File: src/rtl/tx_pkg.sv
// Shared types and constants for the TX nibble scheduler.
//   NIBS   - nibbles per buffered word
//   WORD_W - buffered word width
//   NIB_W  - nibble width
//   state_t - scheduler state encoding
package tx_pkg;

    localparam int unsigned NIBS   = 6;
    localparam int unsigned WORD_W = 24;
    localparam int unsigned NIB_W  = 4;
    localparam int unsigned REQ_N  = 2;
    localparam int unsigned GAP_W  = 4;

    typedef enum logic [1:0] {
        ST_IDLE  = 2'd0,
        ST_SHIFT = 2'd1,
        ST_GAP   = 2'd2
    } state_t;

endpackage

File: src/rtl/rr_arb2.sv
// Two-requester round-robin arbiter.
//   clk, reset - clock, synchronous active-high reset
//   req        - request vector
//   en         - grant window; gnt is zero outside it
//   upd        - strobe: remember the current grant as last winner
//   gnt        - one-hot (or zero) grant, combinational
module rr_arb2
    import tx_pkg::*;
(
    input  logic             clk,
    input  logic             reset,
    input  logic [REQ_N-1:0] req,
    input  logic             en,
    input  logic             upd,
    output logic [REQ_N-1:0] gnt
);

    // Index of the last requester granted; starts at 1 so requester 0 wins first.
    logic rr_last;

    // Grant selection: a lone requester wins, a tie goes to the one not granted last.
    always_comb begin
        gnt = '0;
        if (en) begin
            unique case (req)
                2'b01:   gnt = 2'b01;
                2'b10:   gnt = 2'b10;
                2'b11:   gnt = rr_last ? 2'b01 : 2'b10;
                default: gnt = '0;
            endcase
        end
    end

    // Round-robin pointer.
    always_ff @(posedge clk) begin
        if (reset) begin
            rr_last <= 1'b1;
        end else if (upd) begin
            rr_last <= gnt[1];
        end
    end

endmodule

File: src/rtl/nibble_tx_sched.sv
// Scheduler in front of the 24-bit-to-nibble serialising buffer.
// Arbitrates two word requesters, issues the buffer load pulse and tags
// the six nibble cycles that follow for the symbol mapper.
//   clk, reset  - clock, synchronous active-high reset
//   tx_en       - enables new grants; the word in flight always completes
//   req_valid   - per-requester word valid
//   req_word    - {word1, word0}
//   req_ready   - per-requester accept (combinational, one-hot or zero)
//   buf_enable  - buffer load pulse
//   buf_word    - word to load, zero when buf_enable is low
//   nib_valid   - buffer output holds a fresh nibble
//   nib_first   - nibble is bits [23:20]
//   nib_last    - nibble is bits [3:0]
//   nib_src     - requester index of the word being shifted
//   busy        - load, word in flight or gap running
module nibble_tx_sched #(
    parameter int unsigned GAP  = 0,
    parameter int unsigned NIBS = 6
) (
    input  logic                              clk,
    input  logic                              reset,
    input  logic                              tx_en,
    input  logic [tx_pkg::REQ_N-1:0]          req_valid,
    input  logic [2*tx_pkg::WORD_W-1:0]       req_word,
    output logic [tx_pkg::REQ_N-1:0]          req_ready,
    output logic                              buf_enable,
    output logic [tx_pkg::WORD_W-1:0]         buf_word,
    output logic                              nib_valid,
    output logic                              nib_first,
    output logic                              nib_last,
    output logic                              nib_src,
    output logic                              busy
);

    import tx_pkg::*;

    localparam int unsigned CNT_W = $clog2(NIBS);

    state_t           state;
    logic [CNT_W-1:0] cnt;
    logic [GAP_W-1:0] gcnt;
    logic             src_q;

    logic             can_load;
    logic [REQ_N-1:0] gnt;
    logic             grant;
    logic             gsel;

    // Load opportunity; reset suppresses any grant in the same cycle.
    always_comb begin
        can_load = 1'b0;
        if (tx_en && !reset) begin
            unique case (state)
                ST_IDLE:  can_load = 1'b1;
                ST_SHIFT: can_load = (cnt == '0) && (GAP == 0);
                ST_GAP:   can_load = (gcnt == '0);
                default:  can_load = 1'b0;
            endcase
        end
    end

    rr_arb2 u_arb (
        .clk   (clk),
        .reset (reset),
        .req   (req_valid),
        .en    (can_load),
        .upd   (grant),
        .gnt   (gnt)
    );

    assign grant = |gnt;
    assign gsel  = gnt[1];

    // Handshake and load are same-cycle with the grant.
    assign req_ready  = gnt;
    assign buf_enable = grant;
    assign buf_word   = !grant ? '0 :
                        gsel   ? req_word[2*WORD_W-1:WORD_W] : req_word[WORD_W-1:0];

    // Nibble tags decode directly from registered state.
    assign nib_valid = (state == ST_SHIFT);
    assign nib_first = (state == ST_SHIFT) && (cnt == CNT_W'(NIBS - 1));
    assign nib_last  = (state == ST_SHIFT) && (cnt == '0);
    assign nib_src   = src_q;
    assign busy      = (state != ST_IDLE) || grant;

    // State machine and nibble / gap counters.
    always_ff @(posedge clk) begin
        if (reset) begin
            state <= ST_IDLE;
            cnt   <= CNT_W'(NIBS - 1);
            gcnt  <= '0;
            src_q <= 1'b0;
        end else if (grant) begin
            state <= ST_SHIFT;
            cnt   <= CNT_W'(NIBS - 1);
            src_q <= gsel;
        end else begin
            unique case (state)
                ST_SHIFT: begin
                    if (cnt != '0) begin
                        cnt <= cnt - CNT_W'(1);
                    end else if (GAP > 0) begin
                        state <= ST_GAP;
                        gcnt  <= GAP_W'(GAP - 1);
                    end else begin
                        state <= ST_IDLE;
                    end
                end
                ST_GAP: begin
                    if (gcnt != '0) begin
                        gcnt <= gcnt - GAP_W'(1);
                    end else begin
                        state <= ST_IDLE;
                    end
                end
                default: begin
                    state <= ST_IDLE;
                end
            endcase
        end
    end

endmodule

File: config.mk
export PLATFORM = sky130hd
export DESIGN_NAME = nibble_tx_sched
export DESIGN_NICKNAME = d
export VERILOG_FILES = /design/src/rtl/tx_pkg.sv /design/src/rtl/rr_arb2.sv /design/src/rtl/nibble_tx_sched.sv
export SDC_FILE = /design/constraint.sdc
export NUM_CORES = 1
export LEC_CHECK = 0
export BUFFER_PORTS_ARGS = -buffer_cell sky130_fd_sc_hd__buf_2
export CORE_MARGIN = 2
export CORE_UTILIZATION = 34
export DETAILED_ROUTE_END_ITERATION = 8
export GPL_TIMING_DRIVEN = 0
export PLACE_DENSITY = 0.84
export SYNTH_ARGS = -nofsm -noshare
export SYNTH_HDL_FRONTEND = slang
export SYNTH_HIERARCHICAL = 1
export SYNTH_SLANG_ARGS = --single-unit
File: constraint.sdc
create_clock -name clk -period 4.4 [get_ports clk]
set_clock_uncertainty 0.05 [all_clocks]
set_input_delay 0.66 -clock clk [delete_from_list [all_inputs] [get_ports clk]]
set_output_delay 0.66 -clock clk [all_outputs]
set_load 0.05 [all_outputs]
==> report_table.html <==
<table>
<tr><th>Metric</th><th>Value</th></tr>
<tr><th colspan="2">Worst setup path</th></tr>
<tr><td>Worst reg2reg endpoint</td><td>u_arb/rr_last</td></tr>
<tr><td>Critical path's top delay family</td><td>simple AND/OR/NAND/NOR gates</td></tr>
<tr><td>Worst endpoint data arrival time</td><td>2.74 ns</td></tr>
<tr><td>Max FO, Critical Path</td><td>10</td></tr>
<tr><td>Worst Reg-to-Reg Cells</td><td>11</td></tr>
<tr><td>Critical R2R Launch</td><td>cnt[0]</td></tr>
<tr><td>Critical path type</td><td>flop to output pin</td></tr>
<tr><td>FF-to-FF setup slack</td><td>2.08 ns</td></tr>
<tr><td>Cells traversed along the worst timing path</td><td>inv_1 -&gt; ha_1 -&gt; nand2b_1 -&gt; and2_1 -&gt; nor3b_1 -&gt; and2_1 -&gt; and2_1 -&gt; buf_2 -&gt; buf_2 -&gt; nand2_1 -&gt; o21ai_1 -&gt; buf_2</td></tr>
<tr><td>Crit path launch type</td><td>flop</td></tr>
<tr><td>Crit. End Element</td><td>output pin</td></tr>
<tr><td>Delay of the slowest critical-path stage</td><td>0.30 ns</td></tr>
<tr><td>Crit path buf inv count</td><td>4</td></tr>
<tr><td>Cell with the largest stage delay on the worst path</td><td>dfxtp_1</td></tr>
<tr><td>Required time of the worst setup path</td><td>3.69 ns</td></tr>
<tr><th colspan="2">Synth</th></tr>
<tr><td>Area share of and/or/nand/nor cells after synthesis</td><td>0.390</td></tr>
<tr><td>Number of distinct standard cells referenced by the synthesized netlist</td><td>25</td></tr>
<tr><td>YS warnings</td><td>6</td></tr>
<tr><td>Cell area after synthesis</td><td>679 um^2</td></tr>
<tr><td>Post-synthesis async set-or-reset flop share</td><td>0</td></tr>
<tr><td>Gate count of the mapped netlist</td><td>118</td></tr>
<tr><td>Post-synthesis register bit count</td><td>6</td></tr>
<tr><td>Share of the synthesized netlist area taken by xor and xnor gates</td><td>0</td></tr>
<tr><td>Fraction of synthesized area in multiplexers</td><td>0</td></tr>
<tr><td>Number of enable-type register cells in the synthesized netlist</td><td>0</td></tr>
<tr><td>Synthesized area per cell</td><td>5.76 um^2</td></tr>
<tr><td>Compound-cell area share of the yosys netlist</td><td>0.284</td></tr>
<tr><td>Ys flop type</td><td>dfxtp_1</td></tr>
<tr><td>Adder and majority cell fraction of the synthesized area</td><td>0.0552</td></tr>
<tr><td>Dominant combinational cell family by area after synthesis</td><td>simple AND/OR/NAND/NOR gates</td></tr>
<tr><td>Total nets after synthesis</td><td>174</td></tr>
<tr><td>Share of the yosys chip area belonging to registers</td><td>0.177</td></tr>
<tr><th colspan="2">Clocking</th></tr>
<tr><td>Library cell used as clock root buffer</td><td>clkbuf_4</td></tr>
<tr><td>Number of buffers inserted during clock tree synthesis</td><td>3</td></tr>
<tr><td>Max H-tree Level</td><td>1</td></tr>
<tr><td>Source-to-sink clock delay at the later pin of the worst-skew pair</td><td>0.25 ns</td></tr>
<tr><td>Hold-fix buffers, CTS</td><td>0</td></tr>
<tr><td>Post-CTS sizing</td><td>0</td></tr>
<tr><td>Post-CTS setup-driven buffer insertion count</td><td>0</td></tr>
<tr><td>Clock tree from TritonCTS</td><td>done</td></tr>
<tr><td>Deepest clock path buffer count</td><td>2</td></tr>
<tr><td>Num Clock Sinks</td><td>6</td></tr>
<tr><td>Post-CTS clock slew at the launch and capture registers of the worst setup and hold paths</td><td>0.05 ns</td></tr>
<tr><th colspan="2">STA</th></tr>
<tr><td>Worst relative slew slack</td><td>0.725</td></tr>
<tr><td>Highest achievable clock rate</td><td>290 MHz</td></tr>
<tr><td>TNS Setup</td><td>0 ns</td></tr>
<tr><td>RSZ-0062 raised after global routing</td><td>no</td></tr>
<tr><td>Final setup violation count</td><td>0</td></tr>
<tr><td>Actual slew at the worst max-slew pin</td><td>0.413 ns</td></tr>
<tr><td>Final Worst Setup Slack</td><td>0.952 ns</td></tr>
<tr><td>Post-route worst hold slack</td><td>0.460 ns</td></tr>
<tr><td>Time the final worst path needs with I/O delays and setup</td><td>3.45 ns</td></tr>
<tr><td>Final period util</td><td>0.784</td></tr>
<tr><td>Number of endpoints with negative hold slack in the final report</td><td>0</td></tr>
<tr><td>Slew Limit Fails</td><td>0</td></tr>
<tr><th colspan="2">Die</th></tr>
<tr><td># IOs</td><td>85</td></tr>
<tr><td>Die Y</td><td>48.7 um</td></tr>
<tr><td>Chip Width</td><td>48.7 um</td></tr>
<tr><td>Initial Utilization</td><td>0.354</td></tr>
<tr><td>Row count</td><td>16</td></tr>
<tr><td>Floorplan Core Area</td><td>0.00192 mm^2</td></tr>
<tr><td>Die area</td><td>0.00237 mm^2</td></tr>
<tr><th colspan="2">Finish</th></tr>
<tr><td>Final instance area</td><td>0.00116 mm^2</td></tr>
<tr><td>Share of final-layout standard cells stronger than drive strength 1</td><td>0.454</td></tr>
<tr><td>Total Nets Final</td><td>263</td></tr>
<tr><td>Layout filler cell count</td><td>216</td></tr>
<tr><td>Core utilization of the finished layout</td><td>0.602</td></tr>
<tr><td>Inserted Diodes</td><td>0</td></tr>
<tr><td>Number of standard cells in the final layout excluding fillers</td><td>232</td></tr>
<tr><td>Synth-to-Final Area Change</td><td>70.2%</td></tr>
<tr><td>Commonest non-fill, non-tap cell in the layout</td><td>buf_2</td></tr>
<tr><td>Highest-count cells in the layout ignoring fill and taps</td><td>buf_2 (87), nand2_1 (47), o21ai_0 (12), o21ai_1 (11), dfxtp_1 (6)</td></tr>
<tr><th colspan="2">Placed design</th></tr>
<tr><td>Placement Cell Area</td><td>0.00113 mm^2</td></tr>
<tr><td>Port Buffer Count</td><td>84</td></tr>
<tr><td>Final HPWL DP</td><td>1.85 mm</td></tr>
<tr><td>Cell count after placement</td><td>229</td></tr>
<tr><td>Gpl congestion</td><td>0.759</td></tr>
<tr><td>Pre-CTS setup slack</td><td>1.21 ns</td></tr>
<tr><th colspan="2">GRT</th></tr>
<tr><td>Wire length of the first global-routing pass</td><td>3.84 mm</td></tr>
<tr><td>Maximum number of pins on one net before global-route repair</td><td>11</td></tr>
<tr><td>Number of global-route vias before repair</td><td>950</td></tr>
<tr><td>Global routing usage summed across all routing layers</td><td>0.194</td></tr>
<tr><td>Remaining global-route overflow</td><td>0</td></tr>
<tr><td>Number of antenna violations at the first check in global routing</td><td>0</td></tr>
<tr><th colspan="2">Power and ir drop</th></tr>
<tr><td>Pwr Density</td><td>206 mW/mm^2</td></tr>
<tr><td>Max VDD drop</td><td>169 uV</td></tr>
<tr><td>Power after layout</td><td>238 uW</td></tr>
<tr><td>Leakage power total</td><td>0.646 nW</td></tr>
<tr><th colspan="2">Detailed routing</th></tr>
<tr><td>Post-detailed-route wirelength per cell</td><td>9.62 um</td></tr>
<tr><td>Vias/cell</td><td>4.53</td></tr>
<tr><td>DRT antenna net count</td><td>0</td></tr>
<tr><td>Drt first pass iters</td><td>2</td></tr>
<tr><td>Total via count after detailed routing</td><td>1052</td></tr>
<tr><td>Drt drc</td><td>0</td></tr>
<tr><td>Initial drt markers</td><td>6</td></tr>
<tr><td>Final WL</td><td>2.23 mm</td></tr>
<tr><th colspan="2">Outcome</th></tr>
<tr><td>Status</td><td>finished clean</td></tr>
<tr><th colspan="2">Min path</th></tr>
<tr><td>Launch instance of the worst min-delay path</td><td>nib_src</td></tr>
<tr><td>Worst hold stages</td><td>2</td></tr>
<tr><td>Capture endpoint of the worst hold path</td><td>nib_src</td></tr>
<tr><td>Worst min path class</td><td>flop to flop</td></tr>
<tr><th colspan="2">Job</th></tr>
<tr><td>Number of violations of the max-capacitance limit</td><td>0</td></tr>
</table>
-- cell usage after synthesis, drive strengths merged, types with 2 or more instances --
cell / instances / area (um^2)
inv: 5 / 18.8
buf: 4 / 26.3
and2: 3 / 18.8
nand2: 47 / 176
nor2: 4 / 15.0
dfxtp: 6 / 120
ha: 3 / 37.5
or3: 2 / 17.5
a21oi: 4 / 20.0
clkbuf: 5 / 18.8
a22o: 2 / 17.5
o21ai: 23 / 115
-- routing by layer --
| layer | routed length [um] | vias to the layer above | track usage |
|---|---|---|---|
| li1 | - | 564 | - |
| met1 | 936 | 452 | 0.230 |
| met2 | 1150 | 31 | 0.361 |
| met3 | 110 | 5 | 0.0185 |
| met4 | 35 | 0 | 0.0667 |
| met5 | 0 | - | 0 |
-- kinds of logic after synthesis --
logic type / Yosys count
compound gates: 33
simple gates: 62
flops: 6
fa+ha+maj: 3
buf+inv: 14
-- state kept, by name (all words and copies together), names as in the netlist --
signal,flops
u_arb/rr_last,1
cnt,3
state,1
nib_src,1
-- worst register-to-register path, stage by stage (launching register included) --
cell	delay (ns)
dfxtp_1	0.30
inv_1	0.11
ha_1	0.18
nand2b_1	0.15
and2_1	0.21
nor3b_1	0.22
nand2_1	0.10
a21oi_1	0.19
buf_6	0.16
or2_1	0.16
nor2b_1	0.06
a311o_1	0.30
-- final cells by class --
type,instances,area [um^2],area share
Inverter,5,18.8,0.0162
Tap cell,27,33.8,0.0292
Buffer,9,45.0,0.0390
Timing Repair Buffer,84,420,0.364
Clock buffer,3,22.5,0.0195
Multi-Input combinational cell,98,495,0.429
Sequential cell,6,120,0.104
-- power by group --
part	switching [mW]	internal, mW
Combinational	0.0850	0.0407
Clock	0.0218	0.0310
Sequential	0.00180	0.0579
Total	0.109	0.130
-- worst max-delay path by stage --
| stage | start | to | cells after the start |
|---|---|---|---|
| after global routing | cnt[0] | buf_word[19] | 12 |
| after detailed placement | cnt[0] | buf_word[14] | 12 |
| final | cnt[0] | buf_word[14] | 12 |
| after floorplan | state[0] | buf_word[10] | 9 |
| after global placement | cnt[0] | buf_word[19] | 12 |
| after CTS | cnt[0] | buf_word[14] | 12 |
No activity file was read; power rests on OpenSTA's default activity.
